**config.mk**
```make
export PLATFORM = sky130hd
export DESIGN_NAME = bcd_display_scan
export DESIGN_NICKNAME = d
export VERILOG_FILES = /design/src/rtl/freq_meter_pkg.sv /design/src/rtl/bcd_to_seg7.sv /design/src/rtl/bcd_display_scan.sv
export SDC_FILE = /design/constraint.sdc
export NUM_CORES = 1
export LEC_CHECK = 0
export BUFFER_PORTS_ARGS = -buffer_cell sky130_fd_sc_hd__buf_4
export CAP_MARGIN = 30
export CORE_MARGIN = 2
export CORE_UTILIZATION = 37
export CTS_CLUSTER_SIZE = 16
export DETAILED_ROUTE_END_ITERATION = 16
export RECOVER_POWER = 25
export SLEW_MARGIN = 0
export SYNTH_ARGS = -nofsm -noshare
export SYNTH_HDL_FRONTEND = slang
export SYNTH_SLANG_ARGS = --single-unit
```
**constraint.sdc**
```tcl
create_clock -name clk_2 -period 3.5 [get_ports clk_2]
set_input_delay 1.05 -clock clk_2 [delete_from_list [all_inputs] [get_ports clk_2]]
set_output_delay 1.05 -clock clk_2 [all_outputs]
set_load 0.02 [all_outputs]
```
**src/rtl/freq_meter_pkg.sv**
```systemverilog
// Shared constants and types for the frequency-meter display path.
// Segment codes are gfedcba, active-high; the pin helper adds dp and inverts.
package freq_meter_pkg;

  localparam int NUM_DIGITS = 6;

  typedef logic [3:0] bcd_t;
  typedef logic [6:0] seg7_t;
  typedef logic [2:0] digit_idx_t;

  localparam digit_idx_t LAST_DIGIT = 3'd5;

  localparam seg7_t SEG_0    = 7'h3F;
  localparam seg7_t SEG_1    = 7'h06;
  localparam seg7_t SEG_2    = 7'h5B;
  localparam seg7_t SEG_3    = 7'h4F;
  localparam seg7_t SEG_4    = 7'h66;
  localparam seg7_t SEG_5    = 7'h6D;
  localparam seg7_t SEG_6    = 7'h7D;
  localparam seg7_t SEG_7    = 7'h07;
  localparam seg7_t SEG_8    = 7'h7F;
  localparam seg7_t SEG_9    = 7'h6F;
  localparam seg7_t SEG_E    = 7'h79;
  localparam seg7_t SEG_DASH = 7'h40;
  localparam seg7_t SEG_OFF  = 7'h00;

  // Pin order is {dp,g,f,e,d,c,b,a}, active-low, with dp held off.
  function automatic logic [7:0] seg_pins(input seg7_t code);
    return {1'b1, ~code};
  endfunction

endpackage

```
**src/rtl/bcd_to_seg7.sv**
```systemverilog
// Combinational BCD to seven-segment decoder, active-high gfedcba output.
// Non-decimal nibbles decode to "E".
module bcd_to_seg7
  import freq_meter_pkg::*;
(
  input  logic [3:0] bcd,
  output logic [6:0] seg7
);

  always_comb begin
    case (bcd)
      4'd0:    seg7 = SEG_0;
      4'd1:    seg7 = SEG_1;
      4'd2:    seg7 = SEG_2;
      4'd3:    seg7 = SEG_3;
      4'd4:    seg7 = SEG_4;
      4'd5:    seg7 = SEG_5;
      4'd6:    seg7 = SEG_6;
      4'd7:    seg7 = SEG_7;
      4'd8:    seg7 = SEG_8;
      4'd9:    seg7 = SEG_9;
      default: seg7 = SEG_E;
    endcase
  end

endmodule

```
**src/rtl/bcd_display_scan.sv**
```systemverilog
// Six-digit multiplexed LED driver: latches a BCD count, scans one digit per
// slot with a short blanking gap, suppresses leading zeros, shows dashes on overflow.
module bcd_display_scan
  import freq_meter_pkg::*;
#(
  parameter int SCAN_DIV = 50000,
  parameter int BLANK    = 2
) (
  input  logic        clk_2,
  input  logic        Rst_n,
  input  logic        latch,
  input  logic [23:0] data,
  input  logic        ovf,
  output logic [7:0]  seg,
  output logic [5:0]  dig
);

  localparam int              PW       = $clog2(SCAN_DIV);
  localparam logic [PW-1:0]   PRE_LAST = PW'(SCAN_DIV - 1);
  localparam logic [PW-1:0]   BLANK_P  = PW'(BLANK);

  logic [PW-1:0]   prescaler_q;
  digit_idx_t      index_q;
  logic [23:0]     shown_q;
  logic            ovf_q;

  bcd_t            nibble;
  seg7_t           dec_code;
  seg7_t           seg_code;
  logic [5:0]      dig_sel;
  logic [5:0]      lz_mask;
  logic            upper_zero;

  // NOTE: sequential state uses non-blocking assignments so every register
  // samples the pre-edge values of the others.
  always_ff @(posedge clk_2 or negedge Rst_n) begin
    if (!Rst_n) begin
      prescaler_q <= '0;
      index_q     <= '0;
    end else if (prescaler_q == PRE_LAST) begin
      prescaler_q <= '0;
      index_q     <= (index_q == LAST_DIGIT) ? '0 : index_q + 3'd1;
    end else begin
      prescaler_q <= prescaler_q + 1'b1;
    end
  end

  // Capture is independent of the scan so a latch never disturbs slot timing.
  always_ff @(posedge clk_2 or negedge Rst_n) begin
    if (!Rst_n) begin
      shown_q <= '0;
      ovf_q   <= 1'b0;
    end else if (latch) begin
      shown_q <= data;
      ovf_q   <= ovf;
    end
  end

  // NOTE: every variable assigned in always_comb gets a default first, so no
  // path can leave it unassigned and infer a latch.
  always_comb begin
    nibble = shown_q[3:0];
    case (index_q)
      3'd1:    nibble = shown_q[7:4];
      3'd2:    nibble = shown_q[11:8];
      3'd3:    nibble = shown_q[15:12];
      3'd4:    nibble = shown_q[19:16];
      3'd5:    nibble = shown_q[23:20];
      default: nibble = shown_q[3:0];
    endcase
  end

  // Digit i (i>0) is a leading zero when it and every digit above it are zero.
  always_comb begin
    lz_mask    = '0;
    upper_zero = 1'b1;
    for (int i = NUM_DIGITS - 1; i >= 1; i--) begin
      upper_zero = upper_zero && (shown_q[4*i +: 4] == 4'd0);
      lz_mask[i] = upper_zero;
    end
  end

  bcd_to_seg7 u_dec (
    .bcd  (nibble),
    .seg7 (dec_code)
  );

  always_comb begin
    dig_sel  = 6'(1) << index_q;
    seg_code = dec_code;
    if (ovf_q) begin
      seg_code = SEG_DASH;
    end else if (|(lz_mask & dig_sel)) begin
      seg_code = SEG_OFF;
    end
  end

  always_ff @(posedge clk_2 or negedge Rst_n) begin
    if (!Rst_n) begin
      seg <= seg_pins(SEG_OFF);
      dig <= '1;
    end else if (prescaler_q < BLANK_P) begin
      seg <= seg_pins(SEG_OFF);
      dig <= '1;
    end else begin
      seg <= seg_pins(seg_code);
      dig <= ~dig_sel;
    end
  end

endmodule

```
* After elaboration in Yosys (flattened, before gate mapping) *
Memories as Yosys holds them, arrays and structs flattened.
Cells that the tools add are included.

word-level totals
  output and inout bits = 14
  memory bits (read-only) = 112
  logic and storage cells = 37
  register bits = 58
  memories = 1

cells by class
  bitwise logic cells = 3
  equality and inequality tests = 6
  reduce and logical (&&, ||, !) cells = 10
  magnitude comparators = 1
  mux-type cells = 7
  $add $sub $neg = 2
  shift-type cells = 1

memories
  memory            words  width  rd ports  clocked after Yosys merged registers in  wr ports  line               source
  (name not given)  16     7      1         0                                        0         bcd_to_seg7.sv:11  case (bcd)

operators by type and width
  operator                                                                        number
  7-bit two-way mux                                                               3
  4-bit zero test                                                                 5
  4-bit case mux with 5 select lines                                              1
  16-bit by 1-bit adder with 16-bit output (second input constant)                1
  16-bit equality test (second input constant)                                    1
  16-bit by 2-bit less-than comparator with 1-bit output (second input constant)  1
  16-bit two-way mux                                                              1
  7-bit inverter                                                                  1
  6-bit bitwise AND                                                               1
  3-bit by 2-bit equality test with 1-bit output (second input constant)          2
  3-bit equality test (second input constant)                                     2
  6-bit two-way mux                                                               1
  6-bit inverter                                                                  1
  6-bit OR reduction                                                              1
  1-bit by 3-bit << shifter with 6-bit output (first input constant)              1
  1-bit logical AND                                                               4
  3-bit by 1-bit adder with 3-bit output (second input constant)                  1
  3-bit by 1-bit equality test with 1-bit output (second input constant)          1
  3-bit two-way mux                                                               1

* Longest topological paths before layout *
Gate-level depths: netlist (run 1).

  depth after elaboration = 11
  depth in mapped cells = 10

* Hierarchy *
From an unflattened synthesis (run 1), not the netlist that was laid out.

second synthesis, totals
  cells, all modules = 250
  area, all modules = 2905.3 sq um

by module, submodules not included
  module            instances  area each (sq um)  cells each  sequential area each (sq um)
  bcd_display_scan  1          2715.1             224         1442.6
  bcd_to_seg7       1          190.2              26          0.0

* Worst setup path after synthesis (run 1) *
No wires, ideal clock.

  kind = register to register
  start point = register index_q[0]
  end point = register seg[4]
  path buffers = 2
  required time = 3.425 ns
  path slack = 0.980 ns
  data arrival time = 2.445 ns
  cell stages (with the launch flop) = 11
  cell sequence = dfrtp_1 -> buf_2 -> clkbuf_1 -> and2_1 -> ha_1 -> a21o_4 -> a31oi_1 -> inv_1 -> ha_1 -> or3_1 -> o211ai_2

on the way
  cells in the longest elaborated chain, start to end = 7

RTL lines
  item                                                                            line                                            source
  start: declaration                                                              bcd_display_scan.sv:23                          digit_idx_t index_q;
  start signal: assignment                                                        bcd_display_scan.sv:42                          index_q <= (index_q == LAST_DIGIT) ? '0 : index_q + 3'd1;
  3-bit equality test (tied with other cells)                                     bcd_display_scan.sv:63                          case (index_q)
  4-bit case mux with 5 select lines / 6-bit bitwise AND (equally long branches)  bcd_display_scan.sv:63, bcd_display_scan.sv:93
  memory 16 x 7 bit / 6-bit OR reduction (equally long branches)                  --
  7-bit two-way mux (*)                                                           bcd_display_scan.sv:93                          end else if (|(lz_mask & dig_sel)) begin
  7-bit two-way mux (*)                                                           bcd_display_scan.sv:91                          if (ovf_q) begin
  7-bit inverter (*)                                                              freq_meter_pkg.sv:29                            return {1'b1, ~code};
  7-bit two-way mux (*)                                                           bcd_display_scan.sv:102                         end else if (prescaler_q < BLANK_P) begin
  end signal: assignment                                                          bcd_display_scan.sv:100                         seg <= seg_pins(SEG_OFF);
  end signal: assignment                                                          bcd_display_scan.sv:103                         seg <= seg_pins(SEG_OFF);
  end signal: assignment                                                          bcd_display_scan.sv:106                         seg <= seg_pins(seg_code);
  end: declaration                                                                bcd_display_scan.sv:14                          output logic [7:0] seg,

Mark *: on every way between the ends. The rest lies on a longest branch, timed or not.
A chain may end at the register's enable or synchronous reset.

* Final worst setup path (run 1) *
Ends and elaborated chain as after synthesis.

==> results of run 1 <==
## metrics by stage
stage / area (µm²) / setup WS [ps] / cells / hold WS, ps
2_1_floorplan: 2780 / 980 / 235 / 455
3_3_place_gp: 3150 / 948 / 365 / 474
3_5_place_dp: 3150 / 852 / 365 / 474
4_1_cts: 3360 / 840 / 381 / 482
5_1_grt: 3360 / 638 / 381 / 516
6_report: 3360 / 833 / 381 / 483
## cells in the final DEF (no fill, tap or decap), types with 2 or more instances in the layout
| cell type | Yosys | final |
|---|---|---|
| nor2b_1 | 4 | 4 |
| buf_4 | 2 | 40 |
| a21oi_1 | 11 | 11 |
| and3_1 | 3 | 3 |
| mux2i_1 | 7 | 7 |
| nor4_1 | 7 | 7 |
| clkbuf_8 | 0 | 9 |
| nand2_1 | 11 | 11 |
| bufinv_16 | 0 | 2 |
| nand4_1 | 3 | 3 |
| nor3_1 | 3 | 3 |
| clkinv_2 | 0 | 3 |
| and2_1 | 3 | 3 |
| inv_1 | 5 | 5 |
| a31oi_2 | 2 | 2 |
| nor2_1 | 14 | 14 |
| xor2_1 | 10 | 10 |
| xnor2_1 | 5 | 5 |
| a22oi_1 | 4 | 4 |
| a211oi_2 | 2 | 2 |
| a31o_1 | 2 | 2 |
| ha_1 | 7 | 7 |
| dfrtp_1 | 44 | 44 |
| mux2_2 | 25 | 25 |
| o21ai_1 | 6 | 6 |
| a211oi_1 | 3 | 3 |
| nand3_1 | 10 | 10 |
| a211o_1 | 4 | 4 |
| dfstp_2 | 13 | 13 |
## per-layer routing
| layer | wire, µm | vias to the layer above | global-route usage | share of wire |
|---|---|---|---|---|
| li1 | - | 934 | - | - |
| met1 | 2490 | 898 | 0.190 | 0.47 |
| met2 | 2490 | 37 | 0.212 | 0.47 |
| met3 | 244 | 11 | 0.0484 | 0.046 |
| met4 | 129 | 0 | 0.0731 | 0.024 |
| met5 | 0 | - | 0 | 0 |
## sequential cells by signal, summed over array words and instances (netlist names)
signal,count
prescaler_q,16
shown_q,24
index_q,3
dig,6
seg,7
ovf_q,1
## synthesized netlist by cell type (2+ instances only)
master / number
a211o_1: 4
nor3_1: 3
a31o_1: 2
nand4_1: 3
a211oi_1: 3
mux2i_1: 7
and2_1: 3
o21ai_1: 6
nor4_1: 7
a211oi_2: 2
xor2_1: 10
xnor2_1: 5
inv_1: 5
buf_2: 3
nor2_1: 14
dfstp_2: 13
a22oi_1: 4
dfrtp_1: 44
and3_1: 3
mux2_2: 25
nand3_1: 10
a31oi_2: 2
nor2b_1: 4
a21oi_1: 11
clkbuf_1: 4
ha_1: 7
nand2_1: 11
buf_4: 2
## report_power, final
group / switching [mW] / internal (mW) / total (mW)
Clock: 0.259 / 0.396 / 0.656
Combinational: 0.0765 / 0.0824 / 0.159
Sequential: 0.0280 / 0.707 / 0.735
## cell families after synthesis
group                    count (synthesis)  synth area share
other                                    1           0.00135
XOR/XNOR                                15            0.0473
AO/OA/AOI/OAI                           43             0.122
AND/OR/NAND/NOR                         64             0.124
flip-flops                              57             0.519
buffers and inverters                   16            0.0284
multiplexers                            32             0.127
adder cells (fa/ha/maj)                  7            0.0315
## worst min-delay path by stage
stage / from / to / slack [ps] / cells past startpoint
final: prescaler_q[0]$_DFF_PN0_ / prescaler_q[0]$_DFF_PN0_ / 480 / 1
after detailed placement: prescaler_q[0]$_DFF_PN0_ / prescaler_q[0]$_DFF_PN0_ / 470 / 1
after global routing: prescaler_q[7]$_DFF_PN0_ / prescaler_q[7]$_DFF_PN0_ / 520 / 1
after global placement: prescaler_q[0]$_DFF_PN0_ / prescaler_q[0]$_DFF_PN0_ / 470 / 1
after floorplan: prescaler_q[0]$_DFF_PN0_ / prescaler_q[0]$_DFF_PN0_ / 450 / 1
after CTS: prescaler_q[0]$_DFF_PN0_ / prescaler_q[0]$_DFF_PN0_ / 480 / 1
## layout make-up
| type | count | area share |
|---|---|---|
| Sequential cell | 57 | 0.429 |
| Timing Repair Buffer | 41 | 0.0908 |
| Inverter | 6 | 0.00670 |
| Multi-Input combinational cell | 162 | 0.374 |
| Clock buffer | 10 | 0.0380 |
| Clock inverter | 6 | 0.0246 |
| Tap cell | 99 | 0.0368 |
==> results.toml, run 1 <==
[clocking]
post-cts-setup-buffers = 0
cts_hold_buf = 0
cts_max_level = 3
cts-resized-gates = 0
clock-sinks = 57
clkLatencyLatePin_ps = 350
cts_made_buffers = 9
clkTransAtPathRegs_ps = 60
cts_root_buf = "clkbuf_8"
cts_tree = "done"
cts.path.max_buffers = 2

[sta]
tightest_slew_ps = 1350
grt_setup_unrepaired = "no"
setup_viol = 0
finalHoldViolCount = 0
max_freq_mhz = 375
relSlewSlack = 0.101
tns_ps = 0
period_share = 0.762
finClkSkew_ps = 9.42
finalCriticalPeriod_ps = 2670
slew_viol_final = 0

[logic_synthesis]
synth_edf_count = 0
synth_fp_nets = 270
synth_seq_cells = 57
synthCells = 235
syn_area_mm2 = 0.00278
yosys_warnings = 0
synthFlopType = "dfrtp_1"
yosys.area.top_type = "dfrtp_1"
async_reset_ff_frac = 1.00
synth.top_cell.area_share = 0.396
synth_area_per_cell_um2 = 11.8
ys_types = 46
synth_seq_area_share = 0.519
yosys-top-cells-area = "dfrtp_1 40%, dfstp_2 12%, mux2_2 10%"

[global_route]
grt_first_pass_wirelength_um = 9220
grt.overflow.total = 0
track_usage = 0.145
antenna_found_initial = 0
grt_max_degree = 58
grt_pass1_vias = 1897

[placement]
port_buffers = 40
gp_congestion = 0.807
dpl.hpwl_um = 3870

[setup_path]
r2r_slack_ps = 830
path_buf_inv = 1
crit_path_end_kind = "flop"
cpLargestDelayFamily = "simple AND/OR/NAND/NOR gates"
cp-endpoint = "seg[4]$_DFF_PN1_"
critPathLaunchType = "flop"
path_class = "reg2reg"
rr_worst_depth = 8
critPathSlowestCell = "dfrtp_1"
cp_slowest_stage_delay_ps = 610
r2r_end = "seg[4]$_DFF_PN1_"
arrival_ps = 2940
crit_path_frequent_cell = "ha_1"
cp_max_fo = 22
regToRegStartpoint = "index_q[0]$_DFFE_PN0N_"
cp_num_cells = 8
path_cells = "and2_1, ha_1, a21o_4, a31oi_1, inv_1, ha_1, or3_1, o211ai_2"
worstSetupStartpoint = "index_q[0]$_DFFE_PN0N_"
crit_required_ps = 3770

[finish]
nets = 312
flow.area_growth_from_synthesis_pct = 21.0
multi_input_comb_area_mm2 = 0.00126
antennaDiodeCount = 0
fillers = 699
regArea_mm2 = 0.00144
drive_gt1_frac = 0.376
utilization = 0.464

[die]
die_h_um = 90.7
die_x_um = 90.7
fp-row-count = 31
core-area_mm2 = 0.00725
initial_core_util = 0.383
boundaryPins = 42
dieArea_mm2 = 0.00822

[drt]
drc = 0
vias_per_cell = 4.93
wire_per_inst_um = 14.1
ant_nets = 0
firstDrtPassIters = 4
vias = 1880
routed_wl_um = 5360
drt_iter0_markers = 65

[power_and_ir_drop]
vdd_drop_max_mv = 0.250
leakage_nw = 1.45
pwr_density_cell_mw_per_mm2 = 461
total_power_mw = 1.55

[flow_run]
drv_cap = 0

[status]
status = "complete, no violations"

[hold_path]
hold_class = "reg2reg"
No activity file was read; power rests on OpenSTA's default activity.
==> run 2: changes to the inputs <==
Clock period 3.5 ns to 2.45 ns, I/O delays scaled along.
==> results.toml, run 2 (synthesized netlist as in run 1, its figures left out) <==
[setup_path]
arrival_ps = 2510
rr_worst_depth = 8
crit_path_end_kind = "flop"
worstSetupStartpoint = "index_q[0]$_DFFE_PN0N_"
r2r_end = "seg[4]$_DFF_PN1_"
cp_max_fo = 6
path_class = "reg2reg"
cp-endpoint = "seg[4]$_DFF_PN1_"
r2r_slack_ps = 200
critPathLaunchType = "flop"
crit_required_ps = 2720
regToRegStartpoint = "index_q[0]$_DFFE_PN0N_"

[drt]
wire_per_inst_um = 14.6
firstDrtPassIters = 4
ant_nets = 0
drt_iter0_markers = 77
routed_wl_um = 5640
vias_per_cell = 5.03
vias = 1938
drc = 0

[power_and_ir_drop]
power_frac_comb = 0.104
p_sw_frac = 0.232
leakage_nw = 1.48
seq_power_share = 0.474
pwr_density_cell_mw_per_mm2 = 650
clockPowerShare = 0.422
vdd_drop_max_mv = 0.259
power_switching_mw = 0.514
p_int_mw = 1.70
total_power_mw = 2.22

[finish]
reg_top3 = "shown_q (24), prescaler_q (16), seg (7)"
drive_gt1_frac = 0.392
antennaDiodeCount = 0
fillers = 693
layout_common_cells = "45 x buf_4, 44 x dfrtp_1, 25 x mux2_2, 14 x nor2_1"
design_area_mm2 = 0.00341
largest-register = "shown_q"
flow.area_growth_from_synthesis_pct = 22.7
final_common_cell = "buf_4"
nets = 317
largest_reg_flops = 24

[sta]
finalCriticalPeriod_ps = 2250
slew_viol_final = 0
tns_ps = 0
finalHoldViolCount = 0
max_freq_mhz = 445
setup_viol = 0
period_share = 0.916
grt_setup_unrepaired = "no"
relSlewSlack = 0.0776
tightest_slew_ps = 1380
finClkSkew_ps = 11.8

[die]
boundaryPins = 42
die_x_um = 90.7
dieArea_mm2 = 0.00822
fp-row-count = 31
initial_core_util = 0.383
core-area_mm2 = 0.00725
die_h_um = 90.7

[status]
status = "complete, no violations"

[clocking]
cts_max_level = 3
cts-resized-gates = 0
cts_hold_buf = 0
cts_made_buffers = 9
post-cts-setup-buffers = 0
clkLatencyLatePin_ps = 340
cts.path.max_buffers = 2
clock-sinks = 57
cts_tree = "done"
cts_root_buf = "clkbuf_8"
clkTransAtPathRegs_ps = 60

[placement]
dpl_cell_area_mm2 = 0.00320
port_buffers = 40
dpl.hpwl_um = 4060
gp_congestion = 0.802

[global_route]
grt_pass1_vias = 1915
antenna_found_initial = 0
grt_first_pass_wirelength_um = 9680
grt.overflow.total = 0
track_usage = 0.154
grt_max_degree = 58

[hold_path]
hold_class = "reg2reg"
whs_path_depth = 1

[flow_run]
drv_cap = 0
run 2: worst max-delay path, cell delays in order (launching register included):
cell and delay (ps):
dfrtp_1 410, and2_1 190, ha_1 270, a21o_4 240, a31oi_2 270, inv_1 110, ha_1 220, or3_1 380
o211ai_2 80
run 2: power by group through the flow:
stage / clock (mW) / combinational, mW / sequential (mW)
2_1_floorplan: 0 / 0.120 / 1.07
6_report: 0.935 / 0.230 / 1.05
4_1_cts: 0.961 / 0.235 / 1.05
3_3_place_gp: 0 / 0.231 / 1.07
3_5_place_dp: 0 / 0.235 / 1.07
5_1_grt: 0.998 / 0.256 / 1.06
run 2: how the worst min path moves through the flow:
stage / slack, ps / to / startpoint
6_report: 490 / prescaler_q[0]$_DFF_PN0_ / prescaler_q[0]$_DFF_PN0_
5_1_grt: 510 / prescaler_q[7]$_DFF_PN0_ / prescaler_q[7]$_DFF_PN0_
4_1_cts: 460 / prescaler_q[5]$_DFF_PN0_ / Rst_n
3_5_place_dp: 480 / prescaler_q[0]$_DFF_PN0_ / prescaler_q[0]$_DFF_PN0_
3_3_place_gp: 470 / prescaler_q[0]$_DFF_PN0_ / prescaler_q[0]$_DFF_PN0_
2_1_floorplan: 440 / index_q[0]$_DFFE_PN0N_ / Rst_n
run 2: stage by stage:
step / utilization / hold WS [ps] / cells / setup WS, ps
2_1_floorplan: - / 439 / 235 / 10.1
3_3_place_gp: 0.441 / 475 / 370 / 310
3_5_place_dp: 0.441 / 481 / 370 / 237
4_1_cts: 0.470 / 456 / 385 / 213
5_1_grt: 0.470 / 514 / 385 / 66.7
6_report: 0.470 / 486 / 385 / 205
run 2: metal layers:
metal  wire length [µm]  track usage  vias up
met4                177        0.108        0
met2               2550        0.218       44
li1                   -            -      948
met3                210       0.0367       13
met5                  0            0        -
met1               2700        0.207      933
run 2: final cells by class:
cell class                      instances  area (µm²)  share of cell area
Sequential cell                        57        1440               0.423
Clock buffer                           13         179              0.0525
Timing Repair Buffer                   46         343               0.101
Inverter                                6        22.5             0.00661
Multi-Input combinational cell        162        1260               0.371
Clock inverter                          2        35.0              0.0103
Tap cell                               99         124              0.0363
==> run 3: changes to the inputs <==
Settings changed: CORE_ASPECT_RATIO from default to 0.5.
==> results.toml, run 3 (synthesized netlist as in run 1, its figures left out) <==
[placement]
gp_congestion = 0.845
dp.cells = 367
port_buffers = 40
pre_cts_ws_ps = 128
dpl.hpwl_um = 3950

[hold_path]
whs_path_depth = 1
hold_class = "reg2reg"

[finish]
antennaDiodeCount = 0
reg_top3 = "shown_q (24), prescaler_q (16), seg (7)"
fillers = 671
multi_input_comb_area_mm2 = 0.00127
layout_common_cells = "45 x buf_4, 44 x dfrtp_1, 25 x mux2_2, 14 x nor2_1, 13 x dfstp_2"
largest-register = "shown_q"
flow.area_growth_from_synthesis_pct = 26.3
regArea_mm2 = 0.00144
final_cells = 383
drive_gt1_frac = 0.394
utilization = 0.481
nets = 317
largest_reg_flops = 24
final_common_cell = "buf_4"

[setup_path]
regToRegStartpoint = "index_q[2]$_DFFE_PN0N_"
crit_required_ps = 2700
cp_max_fo = 9
r2r_slack_ps = 170
critPathLaunchType = "flop"
worstSetupStartpoint = "index_q[2]$_DFFE_PN0N_"
crit_path_end_kind = "flop"
rr_worst_depth = 8
cp-endpoint = "seg[4]$_DFF_PN1_"
r2r_end = "seg[4]$_DFF_PN1_"
arrival_ps = 2540
path_class = "reg2reg"

[global_route]
grt_first_pass_wirelength_um = 9560
grt.overflow.total = 0
top_usage_layer = "met2"
grtUsageMet2 = 0.240
grt_pass1_vias = 1928
antenna_found_initial = 0
met1_usage = 0.190
grtUsageMet3 = 0.0611
grt_max_degree = 58
track_usage = 0.151

[sta]
tightest_slew_ps = 1400
slew_viol_final = 0
finalCriticalPeriod_ps = 2280
setup_ws_ps = 165
tns_ps = 0
finClkSkew_ps = 8.25
finalHoldViolCount = 0
setup_viol = 0
period_share = 0.933
relSlewSlack = 0.0683
max_freq_mhz = 438

[clocking]
clock-sinks = 57
cts.path.max_buffers = 2
clkLatencyLatePin_ps = 330
post-cts-setup-buffers = 0
cts_max_level = 3
cts_hold_buf = 0
cts_root_buf = "clkbuf_16"
cts_made_buffers = 9
clkTransAtPathRegs_ps = 50
cts_tree = "done"

[drt]
vias_per_cell = 5.05
drt_iter0_markers = 97
routed_wl_um = 5540
vias = 1936
drc = 0
ant_nets = 0
wire_per_inst_um = 14.5
firstDrtPassIters = 4

[flow_run]
drv_cap = 0

[die]
fp-row-count = 22
die_h_um = 65.3
boundaryPins = 42
core-area_mm2 = 0.00729
dieArea_mm2 = 0.00826
initial_core_util = 0.381
die_x_um = 127

[power_and_ir_drop]
leakage_nw = 1.53
pwr_density_cell_mw_per_mm2 = 732
vdd_drop_max_mv = 0.313
total_power_mw = 2.57

[status]
status = "complete, no violations"
[run 3: cell types whose count changed in the layout (fill, tap and decap cells not counted)]
cell | before | now
a31oi_2 | 3 | 2
clkbuf_8 | 13 | 0
clkbuf_16 | 0 | 9
clkinv_2 | 1 | 5
a31oi_4 | 1 | 2
bufinv_16 | 1 | 2
[run 3: layout make-up]
cell class / count / share of cell area
flip-flops and latches: 57 / 0.411
inverters: 6 / 0.00641
clock buffers: 9 / 0.0641
clock inverters: 7 / 0.0242
multi-input cells: 162 / 0.362
repair buffers: 46 / 0.0976
well taps: 96 / 0.0342
[run 3: where the power goes]
part / total, mW / switching [mW] / internal [mW]
logic: 0.234 / 0.114 / 0.120
clock network: 1.28 / 0.407 / 0.878
registers: 1.05 / 0.0404 / 1.01
total: 2.57 / 0.562 / 2.01
[run 3: stage by stage]
stage | hold WS, ps | cell area, µm²
4_1_cts | 487 | 3500
2_1_floorplan | 439 | 2790
5_1_grt | 506 | 3510
6_report | 491 | 3510
3_5_place_dp | 484 | 3190
3_3_place_gp | 472 | 3190
[run 3: worst min path at each step]
stage	slack, ps	endpoint	start
finish	490	prescaler_q[0]$_DFF_PN0_	prescaler_q[0]$_DFF_PN0_
floorplan	440	index_q[0]$_DFFE_PN0N_	Rst_n
CTS	490	prescaler_q[2]$_DFF_PN0_	Rst_n
detailed placement	480	prescaler_q[0]$_DFF_PN0_	prescaler_q[0]$_DFF_PN0_
global route	510	prescaler_q[0]$_DFF_PN0_	prescaler_q[0]$_DFF_PN0_
global placement	470	prescaler_q[0]$_DFF_PN0_	prescaler_q[0]$_DFF_PN0_
[run 3: worst max-delay path, cell delays in order (launching register included)]
cell	delay, ps
dfrtp_1	450
buf_4	210
o21ai_1	370
a211oi_1	190
a31oi_4	230
inv_1	90
ha_1	210
or3_1	380
o211ai_2	80
[run 3: metal layers]
| metal | vias up | wire [µm] | share of wire |
|---|---|---|---|
| met5 | - | 0 | 0 |
| met4 | 0 | 61 | 0.011 |
| met3 | 5 | 227 | 0.041 |
| met2 | 31 | 2620 | 0.47 |
| met1 | 953 | 2620 | 0.47 |
| li1 | 947 | - | - |
[run 3: timing repair]
action                     CTS  global route
resized for setup            0             1
hold endpoints to repair     0             0
setup endpoints to repair    0             1
